===== config.mk =====
export PLATFORM = sky130hd
export DESIGN_NAME = fetch_unit_flat
export DESIGN_NICKNAME = d
export VERILOG_FILES = /design/src/rtl/fetch_pkg.sv /design/src/rtl/fetch_unit_if.sv /design/src/rtl/fetch_unit_branch_target_calc.sv /design/src/rtl/fetch_unit.sv /design/src/flat_wrapper.sv
export SDC_FILE = /design/constraint.sdc
export NUM_CORES = 1
export LEC_CHECK = 0
export CAP_MARGIN = 5
export CORE_MARGIN = 1
export CORE_UTILIZATION = 40
export CTS_BUF_LIST = sky130_fd_sc_hd__clkbuf_8
export DETAILED_ROUTE_END_ITERATION = 6
export PLACE_DENSITY = 0.69
export SYNTH_ARGS = -nofsm -noshare
export SYNTH_HDL_FRONTEND = slang
export SYNTH_SLANG_ARGS = --single-unit

===== constraint.sdc =====
create_clock -name clk -period 5.2 [get_ports clk]
set_input_delay 1.3 -clock clk [delete_from_list [all_inputs] [get_ports clk]]
set_output_delay 1.3 -clock clk [all_outputs]
set_load 0.01 [all_outputs]

===== src/rtl/fetch_pkg.sv =====
// Shared types and constants for the LEGv8 instruction-fetch stage.
package fetch_pkg;

   localparam int unsigned PC_W      = 64;
   localparam int unsigned INSTR_W   = 32;
   localparam int unsigned IMM26_LSB = 0;
   localparam int unsigned IMM26_MSB = 25;
   localparam int unsigned IMM26_W   = IMM26_MSB - IMM26_LSB + 1;
   localparam int unsigned IMM19_LSB = 5;
   localparam int unsigned IMM19_MSB = 23;
   localparam int unsigned IMM19_W   = IMM19_MSB - IMM19_LSB + 1;
   localparam int unsigned WORD_SH   = 2;

   localparam logic [INSTR_W-1:0] NOP_INSTR = 32'h0000_0000;
   localparam logic [PC_W-1:0]    PC_STEP   = 64'd4;

   // Source selected for the next program counter
   typedef enum logic [1:0] {
      NPC_SEQ    = 2'd0,
      NPC_BRANCH = 2'd1,
      NPC_REG    = 2'd2
   } npc_sel_e;

   // Contents of the IF/ID pipeline register
   typedef struct packed {
      logic [INSTR_W-1:0] instr;
      logic [PC_W-1:0]    pc;
      logic               valid;
   } ifid_t;

   // Sign-extended, word-scaled branch offset taken from the instruction immediate
   function automatic logic [PC_W-1:0] imm_to_offset(input logic [INSTR_W-1:0] instr,
                                                     input logic               uncond);
      logic [PC_W-1:0] off;
      if (uncond) begin
         off = {{(PC_W - IMM26_W - WORD_SH){instr[IMM26_MSB]}},
                instr[IMM26_MSB:IMM26_LSB], 2'b00};
      end else begin
         off = {{(PC_W - IMM19_W - WORD_SH){instr[IMM19_MSB]}},
                instr[IMM19_MSB:IMM19_LSB], 2'b00};
      end
      return off;
   endfunction

endpackage


===== src/rtl/fetch_unit_if.sv =====
// Fetch-stage bus: instruction memory port, decoder branch controls and IF/ID outputs.
interface fetch_unit_if;
   import fetch_pkg::*;

   logic                stall;
   logic [PC_W-1:0]     imem_addr;
   logic [INSTR_W-1:0]  imem_rdata;
   logic                br_taken;
   logic                uncond_br;
   logic                br_reg;
   logic [PC_W-1:0]     reg_target;
   logic [INSTR_W-1:0]  ifid_instr;
   logic [PC_W-1:0]     ifid_pc;
   logic                ifid_valid;
   logic [PC_W-1:0]     link_addr;

   // Fetch unit side
   modport master (
      input  stall, imem_rdata, br_taken, uncond_br, br_reg, reg_target,
      output imem_addr, ifid_instr, ifid_pc, ifid_valid, link_addr
   );

   // Memory / decoder / hazard-unit side
   modport slave (
      output stall, imem_rdata, br_taken, uncond_br, br_reg, reg_target,
      input  imem_addr, ifid_instr, ifid_pc, ifid_valid, link_addr
   );

endinterface


===== src/rtl/fetch_unit_branch_target_calc.sv =====
// PC-relative branch target for the instruction held in IF/ID (combinational).
module branch_target_calc
   import fetch_pkg::*;
(
   input  logic [PC_W-1:0]    i_ifid_pc,
   input  logic [INSTR_W-1:0] i_ifid_instr,
   input  logic               i_uncond_br,
   output logic [PC_W-1:0]    o_target_c
);

   logic [PC_W-1:0] w_offset;

   // imm26 for B/BL, imm19 for conditional branches; add wraps modulo 2^64
   always_comb begin
      w_offset   = imm_to_offset(i_ifid_instr, i_uncond_br);
      o_target_c = i_ifid_pc + w_offset;
   end

endmodule


===== src/rtl/fetch_unit.sv =====
// LEGv8 instruction-fetch stage: PC register, next-PC selection and IF/ID register.
// Optional build macro FETCH_SQUASH_EN: squash the delay-slot instruction on redirect.
module fetch_unit
   import fetch_pkg::*;
#(
   parameter logic [63:0] RESET_PC = 64'h0
)
(
   input  logic          clk,
   input  logic          reset,
   fetch_unit_if.master  bus
);

   logic [PC_W-1:0] r_pc;
   logic [PC_W-1:0] r_link_addr;
   ifid_t           r_ifid;

   npc_sel_e        w_npc_sel;
   logic [PC_W-1:0] w_br_target;
   logic [PC_W-1:0] w_next_pc;
   logic            w_squash;
   ifid_t           w_ifid_next;

   branch_target_calc u_btc (
      .i_ifid_pc    (r_ifid.pc),
      .i_ifid_instr (r_ifid.instr),
      .i_uncond_br  (bus.uncond_br),
      .o_target_c   (w_br_target)
   );

   // Choose the next-PC source; branch controls only count for a real IF/ID instruction
   always_comb begin
      w_npc_sel = NPC_SEQ;
      if (r_ifid.valid) begin
         if (bus.br_reg) begin
            w_npc_sel = NPC_REG;
         end else if (bus.br_taken) begin
            w_npc_sel = NPC_BRANCH;
         end
      end
   end

   // Next-PC mux
   always_comb begin
      w_next_pc = r_pc + PC_STEP;
      case (w_npc_sel)
         NPC_REG:    w_next_pc = bus.reg_target;
         NPC_BRANCH: w_next_pc = w_br_target;
         default:    w_next_pc = r_pc + PC_STEP;
      endcase
   end

   // Delay-slot handling on a redirect
   always_comb begin
`ifdef FETCH_SQUASH_EN
      w_squash = (w_npc_sel != NPC_SEQ);
`else
      w_squash = 1'b0;
`endif
   end

   // Value loaded into IF/ID on a non-stalled edge
   always_comb begin
      w_ifid_next.instr = bus.imem_rdata;
      w_ifid_next.pc    = r_pc;
      w_ifid_next.valid = 1'b1;
      if (w_squash) begin
         w_ifid_next.instr = NOP_INSTR;
         w_ifid_next.valid = 1'b0;
      end
   end

   // PC, IF/ID and link-address registers; reset dominates stall
   always_ff @(posedge clk) begin
      if (reset) begin
         r_pc         <= RESET_PC;
         r_ifid.instr <= NOP_INSTR;
         r_ifid.pc    <= '0;
         r_ifid.valid <= 1'b0;
         r_link_addr  <= PC_STEP;
      end else if (!bus.stall) begin
         r_pc        <= w_next_pc;
         r_ifid      <= w_ifid_next;
         r_link_addr <= r_pc + PC_STEP;
      end
   end

   // Outputs come straight from registers
   always_comb begin
      bus.imem_addr  = r_pc;
      bus.ifid_instr = r_ifid.instr;
      bus.ifid_pc    = r_ifid.pc;
      bus.ifid_valid = r_ifid.valid;
      bus.link_addr  = r_link_addr;
   end

endmodule


===== src/flat_wrapper.sv =====
// flat-port wrapper written by rule: the top's interface ports become plain ports
module fetch_unit_flat import fetch_pkg::*;
#(
   parameter logic [63:0] RESET_PC = 64'h0
)
  (clk, reset, bus_stall, bus_imem_rdata, bus_br_taken, bus_uncond_br, bus_br_reg, bus_reg_target, bus_imem_addr, bus_ifid_instr, bus_ifid_pc, bus_ifid_valid, bus_link_addr);
  fetch_unit_if bus_i ();
  input  logic clk;
  input  logic reset;
  input wire logic [$bits(bus_i.stall)-1:0] bus_stall;
  input wire logic [$bits(bus_i.imem_rdata)-1:0] bus_imem_rdata;
  input wire logic [$bits(bus_i.br_taken)-1:0] bus_br_taken;
  input wire logic [$bits(bus_i.uncond_br)-1:0] bus_uncond_br;
  input wire logic [$bits(bus_i.br_reg)-1:0] bus_br_reg;
  input wire logic [$bits(bus_i.reg_target)-1:0] bus_reg_target;
  output wire logic [$bits(bus_i.imem_addr)-1:0] bus_imem_addr;
  output wire logic [$bits(bus_i.ifid_instr)-1:0] bus_ifid_instr;
  output wire logic [$bits(bus_i.ifid_pc)-1:0] bus_ifid_pc;
  output wire logic [$bits(bus_i.ifid_valid)-1:0] bus_ifid_valid;
  output wire logic [$bits(bus_i.link_addr)-1:0] bus_link_addr;
  assign bus_i.stall = bus_stall;
  assign bus_i.imem_rdata = bus_imem_rdata;
  assign bus_i.br_taken = bus_br_taken;
  assign bus_i.uncond_br = bus_uncond_br;
  assign bus_i.br_reg = bus_br_reg;
  assign bus_i.reg_target = bus_reg_target;
  assign bus_imem_addr = bus_i.imem_addr;
  assign bus_ifid_instr = bus_i.ifid_instr;
  assign bus_ifid_pc = bus_i.ifid_pc;
  assign bus_ifid_valid = bus_i.ifid_valid;
  assign bus_link_addr = bus_i.link_addr;
  fetch_unit #(.RESET_PC(RESET_PC)) u_core (.clk(clk), .reset(reset), .bus(bus_i));
endmodule

==> results.sh <==
export IMPL_max_slew_margin=0.257
export IMPL_first_pass_iters=5
export IMPL_final_layout_size_suffix_gt1_frac=0.0978
export IMPL_finalCritPeriodShare=0.974
export IMPL_clockBufferDepth=3
export IMPL_final_fill_count=3286
export IMPL_post_cts_repair_setup_buffers=0
export IMPL_area_delta_synth_final_pct=35.6
export IMPL_grt_pass1_wl_um=85900
export IMPL_power_leakage_uw=0.00807
export IMPL_fin_crit_ns=5.07
export IMPL_multi_input_area_um2=9220
export IMPL_hp_start="u_core.bus.link_addr[4]"
export IMPL_wl_per_cell_um=21.3
export IMPL_hpwl_um=42600
export IMPL_antenna_found_initial=2
export IMPL_vias=15400
export IMPL_coreArea_um2=34800
export IMPL_whs_ns=0.469
export IMPL_worst_pin_slew_ns=1.11
export IMPL_slew_violations=0
export IMPL_yosysUniqueCellTypes=71
export IMPL_synth_ff_type="dfxtp_1"
export IMPL_clk_pin_slew_worst_paths_ns=0.06
export IMPL_postRouteAntennaNets=0
export IMPL_ctsHoldBuffers=0
export IMPL_synth_net_count=1974
export IMPL_start_kind="input port"
export IMPL_htree_levels=2
export IMPL_grt_pass1_vias=14800
export IMPL_yosys_top_cells_area="dfxtp_1 31%, nor2_1 8.2%, mux2i_1 7.2%"
export IMPL_netlist_area_um2=14300
export IMPL_async_reset_ff_frac=0
export IMPL_overflow=0
export IMPL_synth_edf_count=0
export IMPL_clock_latency_ns=0.57
export IMPL_reg2reg_from="u_core.bus.ifid_instr[5]"
export IMPL_synth_ff_latch_count=223
export IMPL_grt_total_usage=0.303
export IMPL_hold_viol_final=0
export IMPL_synth_top_area_cell="dfxtp_1"
export IMPL_finalNetCount=2324
export IMPL_die_h_um=191
export IMPL_ir_drop_v=0.000160
export IMPL_fp_dieW_um=191
export IMPL_drt_iter0_drc=1405
export IMPL_rows=68
export IMPL_skew_ns=0.0197
export IMPL_cts_made_buffers=41
export IMPL_hold_class="reg -> reg"
export IMPL_arrival_ns=5.57
export IMPL_numPortBuffers=326
export IMPL_die_area_um2=36400
export IMPL_endpoint_kind="flip-flop"
export IMPL_cp_startpoint="bus_uncond_br"
export IMPL_register_area_um2=4460
export IMPL_finalSetupViolations=0
export IMPL_cts_tree="yes"
export IMPL_max_cap_viol_count=0
export IMPL_start_util=0.410
export IMPL_post_route_drc_count=0
export IMPL_postSynthAreaPerCell_um2=7.89
export IMPL_pwr_density_cell_nw_per_um2=239
export IMPL_max_freq_mhz=197
export IMPL_rsz0062_at_grt="false"
export IMPL_synth_top_area_share=0.313
export IMPL_root_buffer="clkbuf_8"
export IMPL_drt_total_wl_um=56400
export IMPL_cts_sinks=223
export IMPL_viasPerCell=5.81
export IMPL_io_pins=327
export IMPL_worst_setup_path_type="in -> reg"
export IMPL_gp_congestion=0.974
export IMPL_grt_max_degree=120
export IMPL_yosysWarnings=0
export IMPL_status="completed"
export IMPL_syn_inst=1807
export IMPL_yosysSeqAreaShare=0.313
export IMPL_crit_required_ns=5.70
export IMPL_cts_resized=0
export IMPL_cp_max_fo=16
export IMPL_p_total_uw=4610
==> final timing paths <==
check	endpoint	slack (ns)	cells past startpoint
hold / removal	u_core.bus.link_addr[4]	0.47	2
setup reg to reg	u_core.bus.imem_addr[60]	1.09	16
hold reg to reg	u_core.bus.link_addr[4]	0.47	2
setup / recovery	u_core.bus.imem_addr[60]	0.13	18
==> cell type report <==
type | instances | share of cell area
clock inverters | 24 | 0.00965
repair buffers | 434 | 0.212
clock buffers | 50 | 0.0356
inverters | 24 | 0.00466
well taps | 455 | 0.0295
flip-flops and latches | 223 | 0.231
diodes | 1 | 0.000130
multi-input cells | 1433 | 0.477
==> critical path, cell delays in order <==
cell             delay, ns
clkdlybuf4s50_1       0.45
buf_12                0.17
mux2_2                0.24
ha_1                  0.19
inv_1                 0.06
fa_1                  0.39
nor2b_1               0.17
o31a_1                0.16
o311a_1               0.26
o211ai_1              0.19
a211oi_1              0.53
o211ai_1              0.18
buf_4                 0.16
a2111oi_0             0.54
buf_4                 0.21
nor3_1                0.04
nand3b_1              0.17
a21oi_1               0.15
==> where the power goes <==
part | switching (µW) | internal, µW | total (µW)
Sequential | 113 | 1780 | 1900
Combinational | 480 | 437 | 917
Clock | 778 | 1020 | 1800
==> cell usage in the layout, fill, tap and decap left out, types with 13 or more instances in the layout <==
| cell | instances |
|---|---|
| o21bai_1 | 18 |
| nor2_1 | 310 |
| a211o_1 | 14 |
| inv_1 | 33 |
| mux2_2 | 18 |
| clkdlybuf4s50_1 | 324 |
| nand3_1 | 39 |
| nand2_1 | 113 |
| and3_1 | 26 |
| ha_1 | 62 |
| a221oi_1 | 47 |
| nor3_1 | 16 |
| dfxtp_1 | 223 |
| and2_1 | 13 |
| a21oi_1 | 170 |
| mux2i_1 | 103 |
| a21o_1 | 46 |
| a31oi_1 | 42 |
| xor2_1 | 44 |
| o21a_1 | 36 |
| o221ai_1 | 13 |
| o21ai_0 | 83 |
| buf_4 | 106 |
| nand4_1 | 24 |
| a211oi_1 | 16 |
| xnor2_1 | 65 |
| clkbuf_8 | 50 |
==> flip-flops by register name (all words and copies together), names as in the netlist <==
register               count
u_core.bus.ifid_instr     32
u_core.bus.link_addr      64
u_core.bus.ifid_valid      1
u_core.bus.imem_addr      64
u_core.bus.ifid_pc        62
==> cell usage after synthesis (3+ instances only) <==
master,count
nor2_1,311
o21ai_0,83
a211oi_1,16
nand3_1,39
inv_1,22
ha_1,64
nand2b_1,6
a21oi_1,170
buf_2,3
a21o_1,46
o21ai_1,6
or2_2,5
a31oi_1,42
xnor2_1,65
o21bai_1,18
and3_1,26
nor2b_1,7
nand4_1,24
nor4_1,10
nand2_1,114
o31a_1,4
mux2_2,18
o211ai_1,6
a211o_1,14
nand3b_1,4
o221ai_1,13
a221oi_1,47
buf_4,3
and2_1,13
buf_1,27
or3_1,5
nor3_1,16
a2111oi_0,5
o21a_1,36
xor2_1,44
and4_1,11
o31ai_1,4
a221o_1,4
mux2i_1,103
dfxtp_1,223
clkbuf_1,94
==> stage by stage <==
stage	instances	setup WS [ns]	utilization	TNS [ns]	instance area, µm²
5_1_grt	2644	0.0387	0.555	0	19300
4_1_cts	2643	0.281	0.555	0	19300
2_1_floorplan	1807	0.175	-	0	14300
3_5_place_dp	2569	-0.294	0.530	-1.04	18400
3_3_place_gp	2569	-0.128	0.530	-0.405	18400
6_report	2644	0.134	0.555	0	19300
==> routing by layer <==
layer	wire, µm	global-route usage	vias to the layer above
met2	25900	0.492	689
met5	0	0	-
li1	-	-	7263
met4	1700	0.102	0
met3	4390	0.0432	110
met1	24400	0.408	7311
==> cell families (layout without fill, tap and decap cells) <==
family,Yosys count,after routing,synth area share
xor+xnor,109,109,0.0670
other cells,0,1,0
compound gates,533,533,0.241
flops,223,223,0.313
mux,121,121,0.0866
simple gates,605,605,0.193
buf+inv,151,532,0.0408
fa+ha+maj,65,65,0.0576
Power figures use the tool's default switching activity.
